==> config.mk <==
export PLATFORM = sky130hd
export DESIGN_NAME = mult_8x8_issue_flat
export DESIGN_NICKNAME = d
export VERILOG_FILES = /design/src/rtl/mult_8x8_issue_pkg.sv /design/src/rtl/mult_8x8_issue_if.sv /design/src/rtl/sync_fifo.sv /design/src/rtl/mult_8x8_issue.sv /design/src/flat_wrapper.sv
export SDC_FILE = /design/constraint.sdc
export NUM_CORES = 1
export LEC_CHECK = 0
export BUFFER_PORTS_ARGS = -buffer_cell sky130_fd_sc_hd__buf_4
export CAP_MARGIN = 20
export CORE_MARGIN = 2
export CORE_UTILIZATION = 35
export CTS_BUF_LIST = sky130_fd_sc_hd__clkbuf_4 sky130_fd_sc_hd__clkbuf_8
export DETAILED_ROUTE_END_ITERATION = 10
export SYNTH_ARGS = -nofsm -noshare
export SYNTH_HDL_FRONTEND = slang
export SYNTH_HIERARCHICAL = 1
export SYNTH_SLANG_ARGS = --single-unit
==> constraint.sdc <==
create_clock -name clk -period 2.8 [get_ports clk]
set_input_delay 0.42 -clock clk [delete_from_list [all_inputs] [get_ports clk]]
set_output_delay 0.42 -clock clk [all_outputs]
set_load 0.03 [all_outputs]
==> src/rtl/mult_8x8_issue_pkg.sv <==
// rtl/mult_8x8_issue_pkg.sv - shared phase type and widths for the multiplier issue stage
package mult_pkg;
    typedef enum logic {PH_A = 1'b0, PH_B = 1'b1} mul_phase_e;

    localparam int OPW     = 8;
    localparam int PRODW   = 16;
    // cycles from the issue (phase-A) cycle to the cycle the product is valid on mul_prod
    localparam int MUL_LAT = 2;
endpackage

==> src/rtl/mult_8x8_issue_if.sv <==
// rtl/mult_8x8_issue_if.sv - operand and result handshake bundle of the multiplier issue stage
interface mult_8x8_issue_if;
    import mult_pkg::*;

    logic             s_valid;
    logic             s_ready;
    logic [OPW-1:0]   s_a;
    logic [OPW-1:0]   s_b;
    logic             m_valid;
    logic             m_ready;
    logic [PRODW-1:0] m_prod;

    modport slave (
        input  s_valid, s_a, s_b, m_ready,
        output s_ready, m_valid, m_prod
    );

    modport master (
        output s_valid, s_a, s_b, m_ready,
        input  s_ready, m_valid, m_prod
    );
endinterface

==> src/rtl/sync_fifo.sv <==
// rtl/sync_fifo.sv - circular-buffer FIFO, first-word-fall-through from registered storage
module sync_fifo #(
    parameter int WIDTH = 16,
    parameter int DEPTH = 4
) (
    input  logic                   clk,
    input  logic                   rst_n,
    input  logic                   i_push,
    input  logic [WIDTH-1:0]       i_wdata,
    input  logic                   i_pop,
    output logic [WIDTH-1:0]       o_rdata,
    output logic                   o_full,
    output logic                   o_empty,
    output logic [$clog2(DEPTH):0] o_count
);
    localparam int AW = $clog2(DEPTH);

    logic [WIDTH-1:0] r_mem [DEPTH];
    logic [AW-1:0]    r_wr_ptr;
    logic [AW-1:0]    r_rd_ptr;
    logic [AW:0]      r_count;
    logic             w_do_push;
    logic             w_do_pop;

    assign o_full    = (r_count == (AW+1)'(DEPTH));
    assign o_empty   = (r_count == '0);
    assign o_count   = r_count;
    assign o_rdata   = r_mem[r_rd_ptr];
    // a pop frees the head slot in the same cycle, so push-at-full with pop is legal
    assign w_do_push = i_push && (!o_full || i_pop);
    assign w_do_pop  = i_pop && !o_empty;

    always_ff @(posedge clk) begin
        if (w_do_push) begin
            r_mem[r_wr_ptr] <= i_wdata;
        end
    end

    always_ff @(posedge clk or negedge rst_n) begin
        if (!rst_n) begin
            r_wr_ptr <= '0;
            r_rd_ptr <= '0;
            r_count  <= '0;
        end else begin
            if (w_do_push) r_wr_ptr <= r_wr_ptr + AW'(1);
            if (w_do_pop)  r_rd_ptr <= r_rd_ptr + AW'(1);
            if (w_do_push && !w_do_pop) begin
                r_count <= r_count + (AW+1)'(1);
            end else if (!w_do_push && w_do_pop) begin
                r_count <= r_count - (AW+1)'(1);
            end
        end
    end

    a_no_overflow: assert property (@(posedge clk) disable iff (!rst_n)
        !(i_push && o_full && !i_pop));
endmodule

==> src/rtl/mult_8x8_issue.sv <==
// rtl/mult_8x8_issue.sv - feeds operand pairs to mult_8x8 over two phases and queues the products
module mult_8x8_issue
    import mult_pkg::*;
#(
    parameter int OUT_DEPTH = 4
) (
    input  logic              clk,
    input  logic              rst_n,
    mult_8x8_issue_if.slave   s_if,
    output logic [OPW-1:0]    mul_in_1,
    output logic [OPW-1:0]    mul_in_2,
    input  logic [PRODW-1:0]  mul_prod
);
    localparam int CW = $clog2(OUT_DEPTH) + 1;
    localparam int RW = $clog2(OUT_DEPTH + MUL_LAT) + 1;

    mul_phase_e          r_phase;
    mul_phase_e          w_phase_nxt;
    logic [OPW-1:0]      r_hold_a;
    logic [OPW-1:0]      r_hold_b;
    logic [MUL_LAT-1:0]  r_inflight;
    logic [CW-1:0]       w_fifo_count;
    logic [RW-1:0]       w_reserved;
    logic                w_s_ready;
    logic                w_accept;
    logic                w_push;
    logic                w_pop;
    logic                w_full;
    logic                w_empty;

    // every op in the multiplier already owns a FIFO slot, so a capture can never overflow
    always_comb begin
        w_reserved = RW'(w_fifo_count);
        for (int i = 0; i < MUL_LAT; i++) begin
            w_reserved = w_reserved + RW'(r_inflight[i]);
        end
    end

    always_comb begin
        w_phase_nxt = PH_A;
        w_s_ready   = 1'b0;
        mul_in_1    = '0;
        mul_in_2    = '0;
        case (r_phase)
            PH_A: begin
                w_phase_nxt = PH_B;
                w_s_ready   = rst_n && (w_reserved < RW'(OUT_DEPTH));
                if (s_if.s_valid && w_s_ready) begin
                    mul_in_1 = s_if.s_a;
                    mul_in_2 = s_if.s_b;
                end
            end
            PH_B: begin
                w_phase_nxt = PH_A;
                mul_in_1    = r_hold_a;
                mul_in_2    = r_hold_b;
            end
            default: ;
        endcase
    end

    assign s_if.s_ready = w_s_ready;
    assign w_accept     = s_if.s_valid && w_s_ready;
    assign w_push       = r_inflight[MUL_LAT-1];
    assign w_pop        = s_if.m_valid && s_if.m_ready;
    assign s_if.m_valid = !w_empty;

    always_ff @(posedge clk or negedge rst_n) begin
        if (!rst_n) begin
            r_phase    <= PH_A;
            r_hold_a   <= '0;
            r_hold_b   <= '0;
            r_inflight <= '0;
        end else begin
            r_phase    <= w_phase_nxt;
            r_inflight <= {r_inflight[MUL_LAT-2:0], w_accept};
            if (w_accept) begin
                r_hold_a <= s_if.s_a;
                r_hold_b <= s_if.s_b;
            end
        end
    end

    sync_fifo #(
        .WIDTH (PRODW),
        .DEPTH (OUT_DEPTH)
    ) u_out_fifo (
        .clk     (clk),
        .rst_n   (rst_n),
        .i_push  (w_push),
        .i_wdata (mul_prod),
        .i_pop   (w_pop),
        .o_rdata (s_if.m_prod),
        .o_full  (w_full),
        .o_empty (w_empty),
        .o_count (w_fifo_count)
    );

    a_credit_holds: assert property (@(posedge clk) disable iff (!rst_n)
        !(w_push && w_full));
endmodule

==> src/flat_wrapper.sv <==
// flat-port wrapper written by rule: the top's interface ports become plain ports
module mult_8x8_issue_flat import mult_pkg::*;
#(
    parameter int OUT_DEPTH = 4
)
  (clk, rst_n, mul_in_1, mul_in_2, mul_prod, s_if_s_valid, s_if_s_a, s_if_s_b, s_if_m_ready, s_if_s_ready, s_if_m_valid, s_if_m_prod);
  mult_8x8_issue_if s_if_i ();
  input  logic clk;
  input  logic rst_n;
  output logic [OPW-1:0] mul_in_1;
  output logic [OPW-1:0] mul_in_2;
  input  logic [PRODW-1:0] mul_prod;
  input wire logic [$bits(s_if_i.s_valid)-1:0] s_if_s_valid;
  input wire logic [$bits(s_if_i.s_a)-1:0] s_if_s_a;
  input wire logic [$bits(s_if_i.s_b)-1:0] s_if_s_b;
  input wire logic [$bits(s_if_i.m_ready)-1:0] s_if_m_ready;
  output wire logic [$bits(s_if_i.s_ready)-1:0] s_if_s_ready;
  output wire logic [$bits(s_if_i.m_valid)-1:0] s_if_m_valid;
  output wire logic [$bits(s_if_i.m_prod)-1:0] s_if_m_prod;
  assign s_if_i.s_valid = s_if_s_valid;
  assign s_if_i.s_a = s_if_s_a;
  assign s_if_i.s_b = s_if_s_b;
  assign s_if_i.m_ready = s_if_m_ready;
  assign s_if_s_ready = s_if_i.s_ready;
  assign s_if_m_valid = s_if_i.m_valid;
  assign s_if_m_prod = s_if_i.m_prod;
  mult_8x8_issue #(.OUT_DEPTH(OUT_DEPTH)) u_core (.clk(clk), .rst_n(rst_n), .s_if(s_if_i), .mul_in_1(mul_in_1), .mul_in_2(mul_in_2), .mul_prod(mul_prod));
endmodule
==> results.toml, run 1 <==
[outcome]
outcome = "finished clean"

[grt]
maximum_number_of_pins_on_one_net_before_global_route_repair = 28
grt-ovfl-total = 0
first_global_vias = 2033
antenna_found_initial = 0
grt_first_pass_wirelength_um = 10300
global_route.usage.total = 0.118

[place]
buffer_ports.inserted = 69
hpwl_um = 4360
globalplace.congestion = 0.646
post-place-cells = 391
postPlaceCellArea_um2 = 4410

[job]
maxCapViolCount = 0

[clock_tree]
tritoncts_num_sinks = 90
setup_repair_bufs_after_cts = 0
clock_tree.buffer_depth = 2
clkTransAtPathRegs_ns = 0.10
cts_hold_repair.buffers = 0
clock-root-buffer = "sky130_fd_sc_hd__clkbuf_8"
ctsHtreeMaxLevel = 3
worstSkewPairLatency_ns = 0.35
cts_inserted_buffers = 9
cts_tree = "done"
post_cts_resize_count = 0

[floorplanning]
fp.dieW_um = 107
initial_core_util = 0.361
ios = 70
core.rowCount = 37
dieArea_um2 = 11500
core-area_um2 = 10300
chipHeight_um = 107

[critical_path]
rr_worst_depth = 10
timing.reg2reg.setup_slack_ns = 0.43
critPathLaunchType = "flop"
timing.critical_path.required_ns = 2.38
critical_path_class = "reg2out"
setup.worst_path.end_class = "output pin"
worstReg2RegStart = "u_core/u_out_fifo/o_count[0]"
timing.rr.end = "u_core/u_out_fifo/o_count[2]"
critPathMaxFanout = 17
cp.arrival_ns = 2.06

[cells_and_area]
layout_common_cells = "sky130_fd_sc_hd__buf_4 (78), sky130_fd_sc_hd__edfxtp_1 (64), sky130_fd_sc_hd__dfrtp_1 (26)"
layout.nets = 309
final_layout_size_suffix_gt1_frac = 0.461
most_common_cell_after_layout_fill_and_taps_aside = "sky130_fd_sc_hd__buf_4"
fillers = 922
post_layout_nonfiller_instances = 407
cell_area_after_layout_um2 = 4600
postLayoutCoreUtil = 0.446
antenna-diode-count = 0
layout-area-overhead-vs-synth_pct = 23.3

[sta]
final_max_slew_viol_count = 0
max_clock_freq_ghz = 0.404
setup-tns-final_ns = 0
clock_skew_ns = 0.0105
layout_min_cycle_time_ns = 2.48
layout_worst_path_cycle_share = 0.885
grt_setup_unrepaired = "false"
max_slew_margin = 0.527
finalSetupViolCount = 0
final-hold-violation-count = 0
worst-slew-pin-transition_ns = 0.709

[power]
ir_worst_vdd_mv = 0.499
power-per-cell-area_nw_per_um2 = 974
power.leakage_nw = 1.84

[yosys]
avgSynthCellArea_um2 = 20.2
synth_cells = 185
cell_area_after_synthesis_um2 = 3730
yosysTopAreaCell = "sky130_fd_sc_hd__edfxtp_1"
synthTopCellsByArea = "sky130_fd_sc_hd__edfxtp_1 (52%), sky130_fd_sc_hd__dfrtp_1 (17%), sky130_fd_sc_hd__mux4_1 (5.6%), sky130_fd_sc_hd__mux4_2 (4.8%), sky130_fd_sc_hd__mux2_4 (4.0%)"
yosysWarnings = 6
fraction_of_the_yosys_area_taken_by_sequential_cells = 0.689
synth_largest_type_area_fraction = 0.515
synth-seq-cells = 90
post_synthesis_cell_type_count = 30
syn-num-nets = 228

[route]
via_cell_ratio = 4.72
drt-total-wl_um = 6640
detailed_routing_iteration_count_for_the_pre_antenna_repair_pass = 4
drt-initial-drc-count = 39
num_vias = 1923
antenna_left = 0
remaining_drc_errors = 0
detail_route.wl_per_cell_um = 16.3

[hold_path]
timing.hold.worst.class = "in2async"
stage by stage:
step | setup slack, ns | hold slack [ns] | power [mW]
after global placement | 0.519 | 0.368 | 3.66
after global routing | 0.152 | 0.0817 | 4.70
after CTS | 0.281 | 0.0578 | 4.55
final | 0.322 | 0.0607 | 4.48
after detailed placement | 0.433 | 0.375 | 3.68
after floorplan | 0.374 | 0.124 | 3.13
kinds of logic (layout without fill, tap and decap cells):
family	count (synthesis)	count (layout)	synth area share
buf+inv	16	102	0.0282
fa+ha+maj	7	7	0.0255
compound gates	19	19	0.0443
flops	90	90	0.689
mux	34	34	0.169
xor+xnor	6	6	0.0141
simple gates	13	13	0.0295
flip-flops by register name, summed over array words and instances (netlist names):
| name | flops |
|---|---|
| u_core/u_out_fifo/r_mem | 64 |
| u_core/r_hold_a | 8 |
| u_core/r_hold_b | 8 |
| u_core/u_out_fifo/o_count | 3 |
| u_core/r_inflight | 2 |
| u_core/u_out_fifo/r_rd_ptr | 2 |
| u_core/u_out_fifo/r_wr_ptr | 2 |
| u_core/r_phase | 1 |
worst max-delay path, stage by stage, from the launching register on:
cell,delay [ns]
sky130_fd_sc_hd__dfrtp_1,0.51
sky130_fd_sc_hd__ha_1,0.29
sky130_fd_sc_hd__a21oi_1,0.20
sky130_fd_sc_hd__o21ai_2,0.09
sky130_fd_sc_hd__inv_2,0.26
sky130_fd_sc_hd__a22o_1,0.20
sky130_fd_sc_hd__buf_4,0.16
worst max-delay path by stage:
stage | from | endpoint | cells past startpoint
2_1_floorplan | u_core/u_out_fifo/o_count[0] | s_if_s_ready | 4
3_3_place_gp | u_core/u_out_fifo/o_count[0] | u_core/u_out_fifo/o_count[2] | 10
3_5_place_dp | u_core/u_out_fifo/o_count[0] | u_core/u_out_fifo/o_count[2] | 10
4_1_cts | u_core/u_out_fifo/o_count[0] | mul_in_1[1] | 6
5_1_grt | u_core/u_out_fifo/o_count[0] | mul_in_1[3] | 6
6_report | u_core/u_out_fifo/o_count[0] | mul_in_1[1] | 6
synth_stat cells (all sizes together):
master / count
inv: 8
nor2: 2
buf: 7
a22o: 16
nor2b: 1
fa: 1
nand3b: 1
edfxtp: 64
nor3: 1
nor3b: 1
xor2: 2
nor4b: 1
nor4bb: 1
a21oi: 1
mux4: 16
nand2b: 1
a21boi: 1
xnor2: 4
ha: 6
clkbuf: 1
dfrtp: 26
and2: 4
o21ai: 1
mux2: 18
power by group:
group          total [mW]  internal, mW  switching (mW)  leakage, nW
clock network       0.856         0.357           0.499       0.0991
logic                1.78         0.883           0.898        0.862
registers            1.85          1.65           0.196        0.882
total                4.48          2.89            1.59         1.84
cell type report:
type,count,area [um^2],share of cell area
flip-flops and latches,90,2570,0.559
well taps,136,170,0.0370
inverters,8,30.0,0.00653
repair buffers,78,586,0.127
clock buffers,10,131,0.0286
multi-input cells,79,1050,0.229
clock inverters,6,57.6,0.0125
per-layer routing:
layer	vias up	track usage	wire length, um
li1	893	-	-
met5	-	0	0
met4	0	0.0417	54
met2	58	0.192	3210
met3	5	0.0357	382
met1	967	0.149	2990
No activity file was read; power rests on OpenSTA's default activity.
==> run 2, diff against run 1 <==
CELL_PAD_IN_SITES_DETAIL_PLACEMENT = 1   (was default)
CELL_PAD_IN_SITES_GLOBAL_PLACEMENT = 1   (was default)
PLACE_DENSITY_LB_ADDON = 0.1   (was default)
==> run 2 against run 1 <==
Effect of this change: power shrank 1.2%; global-route usage grew 2.0 points; core utilization grew 0.17 points; sequential power shrank 3%; clock skew shrank 0.0051 ns; critical path depth is the same; highest routed layer unchanged; largest power group is now combinational cells; first-iteration DRC count grew 64%.
==> results.toml, run 2 (same netlist as run 1, synthesis figures left out) <==
[outcome]
outcome = "finished clean"

[clock_tree]
tritoncts_num_sinks = 90
clock_tree.buffer_depth = 2
cts_hold_repair.buffers = 0
clock-root-buffer = "sky130_fd_sc_hd__clkbuf_8"
cts_inserted_buffers = 9
post_cts_resize_count = 0
ctsHtreeMaxLevel = 3
clkTransAtPathRegs_ns = 0.09
worstSkewPairLatency_ns = 0.34
cts_tree = "done"
setup_repair_bufs_after_cts = 0

[cells_and_area]
layout-area-overhead-vs-synth_pct = 23.8
ff_latch_area_um2 = 2570
antenna-diode-count = 0
total_area_of_multi_input_combinational_cells_um2 = 1050
post_layout_nonfiller_instances = 408
layout.nets = 310
reg.largest.list = "u_core/u_out_fifo/r_mem (64), u_core/r_hold_a (8), u_core/r_hold_b (8)"
most_common_cell_after_layout_fill_and_taps_aside = "sky130_fd_sc_hd__buf_4"
layout_common_cells = "sky130_fd_sc_hd__buf_4 (77), sky130_fd_sc_hd__edfxtp_1 (64), sky130_fd_sc_hd__dfrtp_1 (26)"
fillers = 1008
regMostFlops = "u_core/u_out_fifo/r_mem"
largest_register_ff_count = 64
final_layout_size_suffix_gt1_frac = 0.460

[grt]
antenna_found_initial = 0
first_global_vias = 2223
grt_first_pass_wirelength_um = 11700
global_route.usage.total = 0.138
maximum_number_of_pins_on_one_net_before_global_route_repair = 28
grt-ovfl-total = 0

[route]
detailed_routing_iteration_count_for_the_pre_antenna_repair_pass = 4
antenna_left = 0
detail_route.wl_per_cell_um = 17.5
drt-total-wl_um = 7130
num_vias = 1964
drt-initial-drc-count = 64
via_cell_ratio = 4.81
remaining_drc_errors = 0

[critical_path]
cpPeakStageDelay_ns = 0.48
critPathMaxFanout = 17
critPathLaunchType = "flop"
slowest_stage = "sky130_fd_sc_hd__dfrtp_1"
timing.critical_path.required_ns = 2.38
worstPathCellList = "ha_1 -> a21oi_1 -> o21ai_2 -> inv_2 -> a22o_1 -> buf_4"
cp.arrival_ns = 2.03
setup.worst_path.end_class = "output pin"
critical_path_class = "reg2out"

[sta]
final-hold-violation-count = 0
layout_min_cycle_time_ns = 2.45
clock_skew_ns = 0.00541
setup-tns-final_ns = 0
finalSetupViolCount = 0
grt_setup_unrepaired = "false"
layout_worst_path_cycle_share = 0.875
max_clock_freq_ghz = 0.408
max_slew_margin = 0.728
worst-slew-pin-transition_ns = 0.408
final_max_slew_viol_count = 0

[floorplanning]
chipHeight_um = 107
core-area_um2 = 10300
dieArea_um2 = 11500
fp.dieW_um = 107
initial_core_util = 0.361
core.rowCount = 37
ios = 70

[power]
power.leakage_nw = 1.83
power-per-cell-area_nw_per_um2 = 959
ir_worst_vdd_mv = 0.442

[hold_path]
timing.hold.worst.class = "in2async"

[place]
post-place-cells = 392
globalplace.congestion = 0.673
hpwl_um = 4820
buffer_ports.inserted = 69

[job]
maxCapViolCount = 0
run 2: cell types whose count changed in the layout (fill, tap and decap cells not counted):
cell                         change
sky130_fd_sc_hd__clkinvlp_4      +4
sky130_fd_sc_hd__inv_6           -2
sky130_fd_sc_hd__buf_12          +2
sky130_fd_sc_hd__clkinv_4        -1
sky130_fd_sc_hd__buf_4           -1
sky130_fd_sc_hd__inv_8           -2
sky130_fd_sc_hd__clkinv_1        +1
run 2: layout make-up:
type,instances,area share
Sequential cell,90,0.557
Clock buffer,10,0.0284
Tap cell,136,0.0368
Multi-Input combinational cell,79,0.228
Inverter,8,0.00650
Clock inverter,6,0.00921
Timing Repair Buffer,79,0.134
run 2: worst max-delay path: cells and delay by family (launching register included):
kind,cells,cell delay (ns)
flip-flops,1,0.48
adder cells (fa/ha/maj),1,0.32
AO/OA/AOI/OAI,3,0.48
buffers and inverters,2,0.41
run 2: metal layers:
metal / vias up / routed length, um / track usage
met4: 0 / 51 / 0.0640
met2: 45 / 3790 / 0.235
li1: 899 / - / -
met5: - / 0 / 0
met3: 4 / 358 / 0.0357
met1: 1016 / 2930 / 0.164
run 2: per-stage QoR:
stage               setup WS, ns  utilization  instance area [um^2]  power (mW)  hold slack (ns)
floorplan                  0.374            -                  3730        3.13            0.124
global placement           0.659        0.430                  4440        3.69            0.377
detailed placement         0.574        0.430                  4440        3.70            0.380
CTS                        0.292        0.447                  4620        4.51           0.0833
global route               0.165        0.447                  4620        4.69           0.0911
finish                     0.349        0.447                  4620        4.43           0.0898
run 2: worst paths after layout:
path	from	slack (ns)	end	cells after the start
setup / recovery	u_core/u_out_fifo/o_count[0]	0.35	mul_in_1[3]	6
setup reg to reg	u_core/u_out_fifo/o_count[0]	0.58	u_core/u_out_fifo/o_count[2]	9
hold reg to reg	u_core/r_inflight[0]	0.40	u_core/r_inflight[1]	0
min in group clk	mul_prod[13]	0.28	u_core/u_out_fifo/r_mem[2][13]	1
hold / removal	rst_n	0.09	u_core/r_hold_b[4]	2
max in group asynchronous	rst_n	2.45	u_core/u_out_fifo/r_rd_ptr[0]	2
run 2: power by group:
group	internal, mW	switching [mW]	leakage, nW
sequential	1.65	0.151	0.882
clock	0.332	0.445	0.0760
combinational	0.881	0.966	0.873
